--- config.mk ---
export PLATFORM = sky130hd
export DESIGN_NAME = qspi_rx_shifter
export DESIGN_NICKNAME = d
export VERILOG_FILES = /design/src/rtl/qspi_pkg.sv /design/src/rtl/qspi_rx_lane_mux.sv /design/src/rtl/qspi_rx_shifter.sv
export SDC_FILE = /design/constraint.sdc
export NUM_CORES = 1
export LEC_CHECK = 0
export CORE_AREA = 5 5 153 155
export CTS_CLUSTER_SIZE = 30
export DETAILED_ROUTE_END_ITERATION = 8
export DIE_AREA = 0 0 158 160
export PLACE_DENSITY = 0.46
export SLEW_MARGIN = 20
export SYNTH_ARGS = -nofsm -noshare
export SYNTH_HDL_FRONTEND = slang
export SYNTH_SLANG_ARGS = --single-unit
--- constraint.sdc ---
create_clock -name clock -period 5.9 [get_ports clock]
set_input_delay 1.18 -clock clock [delete_from_list [all_inputs] [get_ports clock]]
set_output_delay 1.18 -clock clock [all_outputs]
set_load 0.005 [all_outputs]
--- src/rtl/qspi_pkg.sv ---
// Shared QSPI definitions: lane modes, receive FSM encoding and word helpers.
package qspi_pkg;

  localparam logic [1:0] LANE_SINGLE = 2'd0;
  localparam logic [1:0] LANE_DUAL   = 2'd1;
  localparam logic [1:0] LANE_QUAD   = 2'd2;

  localparam int RX_CNT_W = 6;

  typedef enum logic {
    ST_IDLE  = 1'b0,
    ST_SHIFT = 1'b1
  } rx_state_t;

  // Bits in a word of (word_bytes + 1) bytes: 8, 16, 24 or 32.
  function automatic logic [RX_CNT_W-1:0] word_bits(input logic [1:0] word_bytes);
    return {1'b0, word_bytes, 3'b000} + 6'd8;
  endfunction

  function automatic logic [31:0] rev_in_bytes(input logic [31:0] word);
    logic [31:0] res;
    res = 32'd0;
    for (int b = 0; b < 4; b++) begin
      for (int i = 0; i < 8; i++) begin
        res[b*8+i] = word[b*8+7-i];
      end
    end
    return res;
  endfunction

endpackage

--- src/rtl/qspi_rx_lane_mux.sv ---
// Picks the bits appended per sample strobe and the shift step for the latched lane mode.
module qspi_rx_lane_mux
  import qspi_pkg::*;
(
  input  logic [1:0] lanes,
  input  logic [3:0] dq,
  output logic [3:0] bits,
  output logic [2:0] step
);

  // Single mode (and the reserved code) samples MISO on IO1.
  always_comb begin
    bits = 4'd0;
    step = 3'd1;
    case (lanes)
      LANE_DUAL: begin
        bits = {2'b00, dq[1:0]};
        step = 3'd2;
      end
      LANE_QUAD: begin
        bits = dq;
        step = 3'd4;
      end
      default: begin
        bits = {3'b000, dq[1]};
        step = 3'd1;
      end
    endcase
  end

endmodule

--- src/rtl/qspi_rx_shifter.sv ---
// QSPI receive shifter: assembles 1-4 byte words from 1/2/4 data lanes into a valid/ready register.
// Optional macro QSPI_RX_LSB_FIRST_EN adds io_lsb_first for per-byte LSB-first reception.
module qspi_rx_shifter
  import qspi_pkg::*;
#(
  parameter int MAX_BYTES = 4
) (
  input  logic                   clock,
  input  logic                   rst_n,
  input  logic                   io_start_signal,
  input  logic                   io_qspi_data_en,
  input  logic [1:0]             io_lanes,
  input  logic [1:0]             io_word_bytes,
  input  logic [3:0]             io_dq_in,
`ifdef QSPI_RX_LSB_FIRST_EN
  input  logic                   io_lsb_first,
`endif
  output logic [MAX_BYTES*8-1:0] io_rx_data,
  output logic                   io_rx_valid,
  input  logic                   io_rx_ready,
  output logic                   io_busy,
  output logic                   io_overrun
);

  localparam int DW = MAX_BYTES * 8;

  rx_state_t             state_r, state_s;
  logic [1:0]            lanes_r, bytes_r;
  logic [RX_CNT_W-1:0]   cnt_r;
  logic [DW-1:0]         shreg_r, shifted_s, load_word_s;
  logic                  pend_r;
  logic [DW-1:0]         pend_word_r;
  logic [DW-1:0]         rx_data_r;
  logic                  rx_valid_r, overrun_r;
  logic                  start_shift_s, strobe_s, complete_s;
  logic [3:0]            bits_s;
  logic [2:0]            step_s;

  qspi_rx_lane_mux u_lane_mux (
    .lanes (lanes_r),
    .dq    (io_dq_in),
    .bits  (bits_s),
    .step  (step_s)
  );

  assign shifted_s = (shreg_r << step_s) | {{(DW-4){1'b0}}, bits_s};

`ifdef QSPI_RX_LSB_FIRST_EN
  logic lsb_r;

  // Bit order option is frozen for the session like lanes and size.
  always_ff @(posedge clock or negedge rst_n) begin
    if (!rst_n) begin
      lsb_r <= 1'b0;
    end else if (start_shift_s) begin
      lsb_r <= io_lsb_first;
    end else begin
      lsb_r <= lsb_r;
    end
  end

  assign load_word_s = lsb_r ? rev_in_bytes(shifted_s) : shifted_s;
`else
  assign load_word_s = shifted_s;
`endif

  // FSM state register.
  always_ff @(posedge clock or negedge rst_n) begin
    if (!rst_n) begin
      state_r <= ST_IDLE;
    end else begin
      state_r <= state_s;
    end
  end

  // Next state plus strobe qualification; a dropped start aborts before any strobe is used.
  always_comb begin
    state_s       = state_r;
    start_shift_s = 1'b0;
    strobe_s      = 1'b0;
    complete_s    = 1'b0;
    case (state_r)
      ST_IDLE: begin
        if (io_start_signal) begin
          state_s       = ST_SHIFT;
          start_shift_s = 1'b1;
        end else begin
          state_s = ST_IDLE;
        end
      end
      ST_SHIFT: begin
        if (!io_start_signal) begin
          state_s = ST_IDLE;
        end else if (io_qspi_data_en) begin
          strobe_s   = 1'b1;
          complete_s = (cnt_r == {{(RX_CNT_W-3){1'b0}}, step_s});
        end else begin
          state_s = ST_SHIFT;
        end
      end
      default: begin
        state_s = ST_IDLE;
      end
    endcase
  end

  // Shift register, bit counter, latched configuration and completed-word staging.
  always_ff @(posedge clock or negedge rst_n) begin
    if (!rst_n) begin
      lanes_r     <= LANE_SINGLE;
      bytes_r     <= 2'd0;
      cnt_r       <= {RX_CNT_W{1'b0}};
      shreg_r     <= {DW{1'b0}};
      pend_r      <= 1'b0;
      pend_word_r <= {DW{1'b0}};
    end else begin
      pend_r <= complete_s;
      if (complete_s) begin
        pend_word_r <= load_word_s;
      end else begin
        pend_word_r <= pend_word_r;
      end
      if (start_shift_s) begin
        lanes_r <= io_lanes;
        bytes_r <= io_word_bytes;
        cnt_r   <= word_bits(io_word_bytes);
        shreg_r <= {DW{1'b0}};
      end else if (complete_s) begin
        cnt_r   <= word_bits(bytes_r);
        shreg_r <= {DW{1'b0}};
      end else if (strobe_s) begin
        cnt_r   <= cnt_r - {{(RX_CNT_W-3){1'b0}}, step_s};
        shreg_r <= shifted_s;
      end else begin
        cnt_r   <= cnt_r;
        shreg_r <= shreg_r;
      end
    end
  end

  // Output register: a staged word loads when free or consumed this cycle, else it is dropped.
  always_ff @(posedge clock or negedge rst_n) begin
    if (!rst_n) begin
      rx_data_r  <= {DW{1'b0}};
      rx_valid_r <= 1'b0;
      overrun_r  <= 1'b0;
    end else begin
      if (pend_r && (!rx_valid_r || io_rx_ready)) begin
        rx_data_r  <= pend_word_r;
        rx_valid_r <= 1'b1;
      end else if (rx_valid_r && io_rx_ready) begin
        rx_valid_r <= 1'b0;
      end else begin
        rx_valid_r <= rx_valid_r;
      end
      if (pend_r && rx_valid_r && !io_rx_ready) begin
        overrun_r <= 1'b1;
      end else if (start_shift_s) begin
        overrun_r <= 1'b0;
      end else begin
        overrun_r <= overrun_r;
      end
    end
  end

  assign io_rx_data  = rx_data_r;
  assign io_rx_valid = rx_valid_r;
  assign io_overrun  = overrun_r;
  assign io_busy     = (state_r == ST_SHIFT);

endmodule

# Word level (Yosys, flattened, before mapping)
# Cells that the tools add are included.
dict set report op_classes {
  n_bitwise 1
  n_addsub 3
  mux 20
  shift 1
  n_eq_ne 3
  reduce_logical 10
}
# op n
set op_table {}
lappend op_table {{32-bit 2-to-1 mux} 3}
lappend op_table {{32-bit by 4-bit bitwise OR with 32-bit output} 1}
lappend op_table {{32-bit by 3-bit << shifter with 32-bit output} 1}
lappend op_table {{6-bit 2-to-1 mux} 3}
lappend op_table {{5-bit by 4-bit adder with 6-bit output (second input constant)} 2}
lappend op_table {{1-bit 2-to-1 mux} 12}
lappend op_table {{4-bit case mux with 2 select lines} 1}
lappend op_table {{6-bit by 3-bit equality test with 1-bit output} 1}
lappend op_table {{3-bit case mux with 2 select lines} 1}
lappend op_table {{6-bit by 3-bit subtractor with 6-bit output} 1}
lappend op_table {{1-bit logical AND} 4}
lappend op_table {{2-bit nonzero test} 2}
lappend op_table {{3-bit nonzero test} 1}
lappend op_table {{2-bit by 1-bit equality test with 1-bit output (second input constant)} 1}
lappend op_table {{2-bit equality test (second input constant)} 1}
lappend op_table {{1-bit logical NOT} 2}
lappend op_table {{1-bit logical OR} 1}
dict set report word_totals {
  ff_bits 110
  word_cells 48
}

# Longest topological paths before layout
# Gate-level depths: netlist (run 1).
dict set report depth {
  ltp_word 8
  ltp_mapped 12
  ltp_nobuf 8
}

# Modules after synthesis
# From an unflattened synthesis (run 1), not the netlist that was laid out.
dict set report hier_totals {
  cells_unflattened 483
  area_unflattened_um2 5350.1
}
# module n_inst area_per_inst_um2 cells_each
set modules_own_cells {}
lappend modules_own_cells {qspi_rx_shifter 1 5247.5 470}
lappend modules_own_cells {qspi_rx_lane_mux 1 102.6 13}

# Worst setup path before layout (run 1)
# Ideal clock, no wire load.
dict set report synth_path {
  kind {flip-flop to flip-flop}
  from {register lanes_r[0]}
  to {register cnt_r[5]}
  arrival_ns 2.360
  n_path_buf 4
  synth_period_minus_slack_ns 2.498
  setup_time_ns 0.138
  path_stages_with_launch 12
  t_required_ns 5.762
  setup_slack_ns 3.402
  path_cell_list {dfrtp_1 > inv_1 > ha_1 > buf_2 > inv_2 > buf_2 > ha_1 > clkbuf_1 > and4_1 > buf_4 > a222oi_1 > o21ai_0}
}
dict set report synth_between {
  elab_chain_cells 8
  elab_cells_between_ends 12
}
# item line_no
set synth_lines {}
lappend synth_lines {{from (decl)} qspi_rx_shifter.sv:28} ;# logic [1:0] lanes_r, bytes_r;
lappend synth_lines {{from (signal assigned)} qspi_rx_shifter.sv:124} ;# lanes_r <= io_lanes;
lappend synth_lines {{2-bit equality test or 2-bit by 1-bit equality test with 1-bit output (tied branches)} qspi_rx_lane_mux.sv:15} ;# case (lanes)
lappend synth_lines {{3-bit case mux with 2 select lines *} qspi_rx_lane_mux.sv:15}
lappend synth_lines {{parallel branches: the longest is 6 deep, another holds 6-bit by 3-bit subtractor with 6-bit output} n/a}
lappend synth_lines {{to (signal assigned)} qspi_rx_shifter.sv:126} ;# cnt_r <= word_bits(io_word_bytes);
lappend synth_lines {{to (signal assigned)} qspi_rx_shifter.sv:129} ;# cnt_r <= word_bits(bytes_r);
lappend synth_lines {{to (signal assigned)} qspi_rx_shifter.sv:132} ;# cnt_r <= cnt_r - {{(RX_CNT_W-3){1'b0}}, step_s};
lappend synth_lines {{to (decl)} qspi_rx_shifter.sv:29} ;# logic [RX_CNT_W-1:0] cnt_r;
# Every way passes the cells marked *. The select of a mux whose other input is x is not followed.
# A chain may end at the register's enable or synchronous reset.

# Worst setup path after layout (run 1)
dict set report layout_path {
  from {register lanes_r[0]}
  to {register pend_word_r[3]}
}
dict set report layout_between {
  elab_chain_cells 6
  elab_cells_between_ends 10
}
# item line_no
set layout_lines {}
lappend layout_lines {{2-bit equality test or 2-bit by 1-bit equality test with 1-bit output (tied branches)} qspi_rx_lane_mux.sv:15}
lappend layout_lines {{3-bit case mux with 2 select lines} qspi_rx_lane_mux.sv:15}
lappend layout_lines {{6-bit by 3-bit equality test with 1-bit output} qspi_rx_shifter.sv:96} ;# complete_s = (cnt_r == {{(RX_CNT_W-3){1'b0}}, step_s});
lappend layout_lines {{1-bit 2-to-1 mux} qspi_rx_shifter.sv:94} ;# end else if (io_qspi_data_en) begin
lappend layout_lines {{1-bit 2-to-1 mux} qspi_rx_shifter.sv:92} ;# if (!io_start_signal) begin
lappend layout_lines {{1-bit 2-to-1 mux} qspi_rx_shifter.sv:82} ;# case (state_r)
lappend layout_lines {{to (signal assigned)} qspi_rx_shifter.sv:115} ;# pend_word_r <= {DW{1'b0}};
lappend layout_lines {{to (signal assigned)} qspi_rx_shifter.sv:119} ;# pend_word_r <= load_word_s;
lappend layout_lines {{to (signal assigned)} qspi_rx_shifter.sv:121} ;# pend_word_r <= pend_word_r;
lappend layout_lines {{to (decl)} qspi_rx_shifter.sv:32} ;# logic [DW-1:0] pend_word_r;
# Parallel ways exist; a longest one is shown, timed or not.

==> results.toml, run 1 <==
[status]
outcome = "finished, final reports clean"

[die]
fp.dieH_um = 160
die_x_um = 158
row_count = 54
dieArea_um2 = 25300
initial_core_util_pct = 24.9
coreArea_um2 = 21700
ios = 48

[drt]
viasPerCell = 4.62
avgRoutedWirePerCell_um = 15.6
vias = 3538
postRouteAntennaNets = 0
drc_errors = 0
drt-pass1-iter-count = 4
drt-initial-drc-count = 205
wirelength_um = 11900

[yosys]
synth_flop_cell = "dfrtp_1"
synth_top_area_share_pct = 51.0
ys_types = 41
ys_ff_latch = 110
synthArstFlopShare_pct = 100
syn_area_um2 = 5390
synth_common_cells = "110 x dfrtp_1, 50 x mux2i_1, 45 x nand2_1"
avgSynthCellArea_um2 = 12.1
ys_warn_count = 0
syn_inst = 445
synth-edff-count = 0
synthTopCellsByArea = "dfrtp_1 51%, mux2i_1 9.3%, mux2_2 7.1%"
ys_seq_area_share_pct = 51.0
yosysMostFrequentCell = "dfrtp_1"
syn_nets = 469
yosys.area.top_type = "dfrtp_1"

[cells_and_area]
stdcell_count = 765
drive_above_1_share_pct = 13.6
antenna_cells = 0
area_growth_pct = 18.1
finalNetCount = 504
stdcell_area_um2 = 6370
nFillCells = 2221

[worst_hold_path]
worstHoldPathCells = 2
hp-class = "register to register"

[power_and_ir_drop]
vdd_ir_drop_max_uv = 125
internal-power_mw = 1.42
combPwrFrac_pct = 19.9
switching_share_pct = 28.7
power.switching_mw = 0.570
power_density_nw_per_um2 = 312
seqPwrFrac_pct = 48.9
leakagePower_nw = 2.91
p_clk_share_pct = 31.3

[setup_path]
path_class = "register to register"
critPathRequiredTime_ns = 6.18
r2r_cells = 8
critPathArrivalTime_ns = 3.94
cp-end-kind = "register"
path_max_fanout = 37
crit_path_start_kind = "register"

[sta]
report.final.hold_viol_count = 0
fin_setup_tns_ns = 0
period_share_pct = 62.2
slew_violations = 0
max_freq_ghz = 0.273
tightest_slew_ns = 0.999
setup_viol = 0
slew_headroom_pct = 33.2
fin_worst_skew_ns = 0.00681
rsz0062_at_grt = "no"
period_needed_ns = 3.67

[place]
dp.cells = 749
dp_hpwl_um = 8240
port-buffer-count = 47
post_dp_cell_area_um2 = 6070
gp_congestion = 0.815

[clock_tree]
insertion_delay_ns = 0.35
htree_levels = 3
clk_path_buf_depth = 2
cts_made_buffers = 9
clock_sinks = 110
cts_tree = "built"
path_clk_slew_ns = 0.08
cts_hold_buf = 0
cts_root_buffer = "clkbuf_16"
cts_setup_buffers = 0
cts_resized = 0

[global_routing]
grt_pass1_vias = 3697
grt_max_degree = 68
gr-usage-all-layers_pct = 9.94
antenna_found_initial = 0
grt_pass1_wl_um = 20200
overflow = 0

[flow_run]
max_cap_viol_count = 0
power groups by stage:
| stage | Clock (mW) | Combinational [mW] | Sequential, mW |
|---|---|---|---|
| floorplan | 0 | 0.307 | 0.962 |
| global placement | 0 | 0.389 | 0.990 |
| detailed placement | 0 | 0.398 | 0.991 |
| CTS | 0.646 | 0.401 | 0.975 |
| global route | 0.683 | 0.444 | 0.990 |
| finish | 0.621 | 0.394 | 0.970 |
kinds of logic after synthesis:
family | synth area share (%)
AO/OA/AOI/OAI | 9.37
XOR/XNOR | 0.650
adder cells (fa/ha/maj) | 2.69
buffers and inverters | 4.32
flip-flops | 51.0
multiplexers | 24.9
AND/OR/NAND/NOR | 6.98
stage by stage:
| stage | hold slack, ns | power, mW | util, % | setup slack [ns] |
|---|---|---|---|---|
| finish | 0.469 | 1.99 | 29.4 | 2.23 |
| global route | 0.493 | 2.12 | 29.4 | 1.85 |
| CTS | 0.473 | 2.02 | 29.4 | 2.16 |
| detailed placement | 0.454 | 1.39 | 28.0 | 2.19 |
| global placement | 0.456 | 1.38 | 28.0 | 2.32 |
| floorplan | 0.436 | 1.27 | - | 3.40 |
area by class of cell:
type	count	area [um^2]	area share [%]
clock inverter	6	71.3	1.12
tap	280	350	5.50
multi-input combinational	296	2420	38.0
timing repair buffer	52	505	7.94
inverter	11	41.3	0.648
sequential	110	2750	43.2
clock buffer	10	229	3.59
path summary, 6_finish.rpt:
check,to,slack [ns],startpoint
max,pend_word_r[3],2.23,lanes_r[0]
min,io_rx_valid,0.47,pend_r
max reg2reg,pend_word_r[3],2.23,lanes_r[0]
min reg2reg,io_rx_valid,0.47,pend_r
max in group asynchronous,pend_word_r[3],3.88,rst_n
min in group asynchronous,io_rx_data[21],0.94,rst_n
placed cells by master (no fill, tap or decap), types with 3 or more instances in the layout:
master,n
xnor2_1,3
mux2i_1,50
a22o_1,4
mux4_1,13
o21ai_0,28
a222oi_1,3
o21ai_1,10
buf_4,6
a22oi_1,4
a21oi_1,32
mux4_2,4
dfrtp_1,110
mux2_2,34
ha_1,10
nor2_1,35
clkbuf_16,9
clkdlybuf4s50_1,46
inv_1,9
nand2_1,45
worst max-delay path, stage by stage (launching register included):
cell and delay (ns):
dfrtp_1 0.40, inv_1 0.11, ha_1 0.79, inv_2 0.42, ha_1 0.53, and4_2 0.72
buf_4 0.40, nor2_1 0.07, a21oi_1 0.12
layer usage:
layer / global-route usage, % / wire (um) / up-vias / part of all wire [%]
met4: 3.18 / 167 / 0 / 1.4
met2: 15.0 / 5640 / 87 / 47
met1: 14.0 / 5590 / 1753 / 47
met5: 0 / 0 / - / 0
li1: - / - / 1684 / -
met3: 2.52 / 509 / 14 / 4.3
flip-flops by register name, indices dropped and copies added (netlist names):
signal       count
io_overrun       1
pend_r           1
io_busy          1
pend_word_r     32
lanes_r          2
io_rx_data      32
io_rx_valid      1
bytes_r          2
cnt_r            6
shreg_r         32
Power figures use the tool's default switching activity.
==> run 2: changes to the inputs <==
==> constraint.sdc (replaced) <==
create_clock -name clock -period 3.8 [get_ports clock]
set_input_delay 0.76 -clock clock [delete_from_list [all_inputs] [get_ports clock]]
set_output_delay 0.76 -clock clock [all_outputs]
set_load 0.005 [all_outputs]
==> results.toml, run 2 (synthesis results as in run 1) <==
[cells_and_area]
nFillCells = 2195
multi_input_area_um2 = 2410
final_util_pct = 29.7
stdcell_area_um2 = 6430
area_growth_pct = 19.3
most-common-layout-cells = "110 x dfrtp_1, 50 x mux2i_1, 46 x clkdlybuf4s50_1, 45 x nand2_1, 35 x nor2_1"
final_common_cell = "dfrtp_1"
antenna_cells = 0
finalNetCount = 508
drive_above_1_share_pct = 13.9
stdcell_count = 769
ff_latch_area_um2 = 2750

[clock_tree]
cts_hold_buf = 0
cts_tree = "built"
clock_sinks = 110
htree_levels = 3
cts_setup_buffers = 0
insertion_delay_ns = 0.36
path_clk_slew_ns = 0.07
cts_resized = 0
cts_made_buffers = 9
cts_root_buffer = "clkbuf_16"
clk_path_buf_depth = 2

[worst_hold_path]
hp-class = "register to register"

[sta]
slew_violations = 0
period_share_pct = 78.3
fin_setup_tns_ns = 0
fin_worst_skew_ns = 0.00830
timing.final.ws_setup_ns = 0.823
max_freq_ghz = 0.336
report.final.hold_viol_count = 0
period_needed_ns = 2.98
whs_ns = 0.487
slew_headroom_pct = 40.8
setup_viol = 0
rsz0062_at_grt = "no"
tightest_slew_ns = 0.888

[setup_path]
cp-end-kind = "register"
critPathArrivalTime_ns = 3.17
slowest_delay_ns = 0.80
crit_top_cell = "ha_1"
critPathRequiredTime_ns = 3.99
critPathSlowestCell = "and4_2"
cpLargestDelayFamily = "simple AND/OR/NAND/NOR gates"
path_class = "register to register"
crit_path_start_kind = "register"
path_max_fanout = 38
cp_cell_sequence = "inv_1, ha_1, clkinv_1, ha_1, nor4b_4, and4_2, a222oi_1, a21boi_0"
path_buf_inv = 2

[power_and_ir_drop]
vdd_ir_drop_max_uv = 217
power.total_mw = 3.15
power_density_nw_per_um2 = 489
leakagePower_nw = 2.95

[global_routing]
grt_pass1_vias = 3784
grt_pass1_wl_um = 20600
grt_max_degree = 69
antenna_found_initial = 0
gr-usage-all-layers_pct = 10.2
overflow = 0

[place]
dpl_worst_slack_ns = 0.820
dp_hpwl_um = 8430
dp.cells = 753
post_dp_cell_area_um2 = 6120
gp_congestion = 0.790
port-buffer-count = 47

[drt]
drt-initial-drc-count = 183
drt-pass1-iter-count = 4
drc_errors = 0
avgRoutedWirePerCell_um = 15.9
viasPerCell = 4.59
vias = 3530
postRouteAntennaNets = 0
wirelength_um = 12200

[die]
initial_core_util_pct = 24.9
dieArea_um2 = 25300
row_count = 54
coreArea_um2 = 21700
ios = 48
fp.dieH_um = 160
die_x_um = 158

[flow_run]
max_cap_viol_count = 0

[status]
outcome = "finished, final reports clean"
-- run 2: area by class of cell --
class                   instances  area share [%]
well taps                     280            5.44
clock buffers                  13            3.89
flip-flops and latches        110            42.8
clock inverters                 3            1.05
multi-input cells             296            37.5
repair buffers                 56            8.71
inverters                      11           0.642
-- run 2: metal layers --
| metal | share of wire [%] | global-route usage [%] | vias to the layer above |
|---|---|---|---|
| li1 | - | - | 1680 |
| met1 | 47 | 13.6 | 1787 |
| met2 | 48 | 16.1 | 53 |
| met3 | 4.0 | 2.76 | 10 |
| met4 | 1.3 | 2.91 | 0 |
| met5 | 0 | 0 | - |
-- run 2: power breakdown --
group / total (mW) / switching (mW) / internal (mW) / leakage, nW
clock network: 1.02 / 0.419 / 0.597 / 0.150
logic: 0.621 / 0.316 / 0.305 / 1.30
registers: 1.51 / 0.130 / 1.38 / 1.50
-- run 2: path summary, 6_finish.rpt --
kind	from	end	slack, ns	depth (start not counted)
max in group asynchronous	rst_n	pend_word_r[3]	2.42	2
worst max-delay path	lanes_r[1]	cnt_r[3]	0.82	8
worst min-delay path	shreg_r[31]	shreg_r[31]	0.49	2
worst min register to register	shreg_r[31]	shreg_r[31]	0.49	2
min in group asynchronous	rst_n	io_rx_data[23]	0.52	1
worst max register to register	lanes_r[1]	cnt_r[3]	0.82	8
-- run 2: tightest hold or removal path, stage by stage, from the launching register on --
cell and delay [ns]:
dfrtp_1 0.34, nand2_1 0.05, o21ai_1 0.06
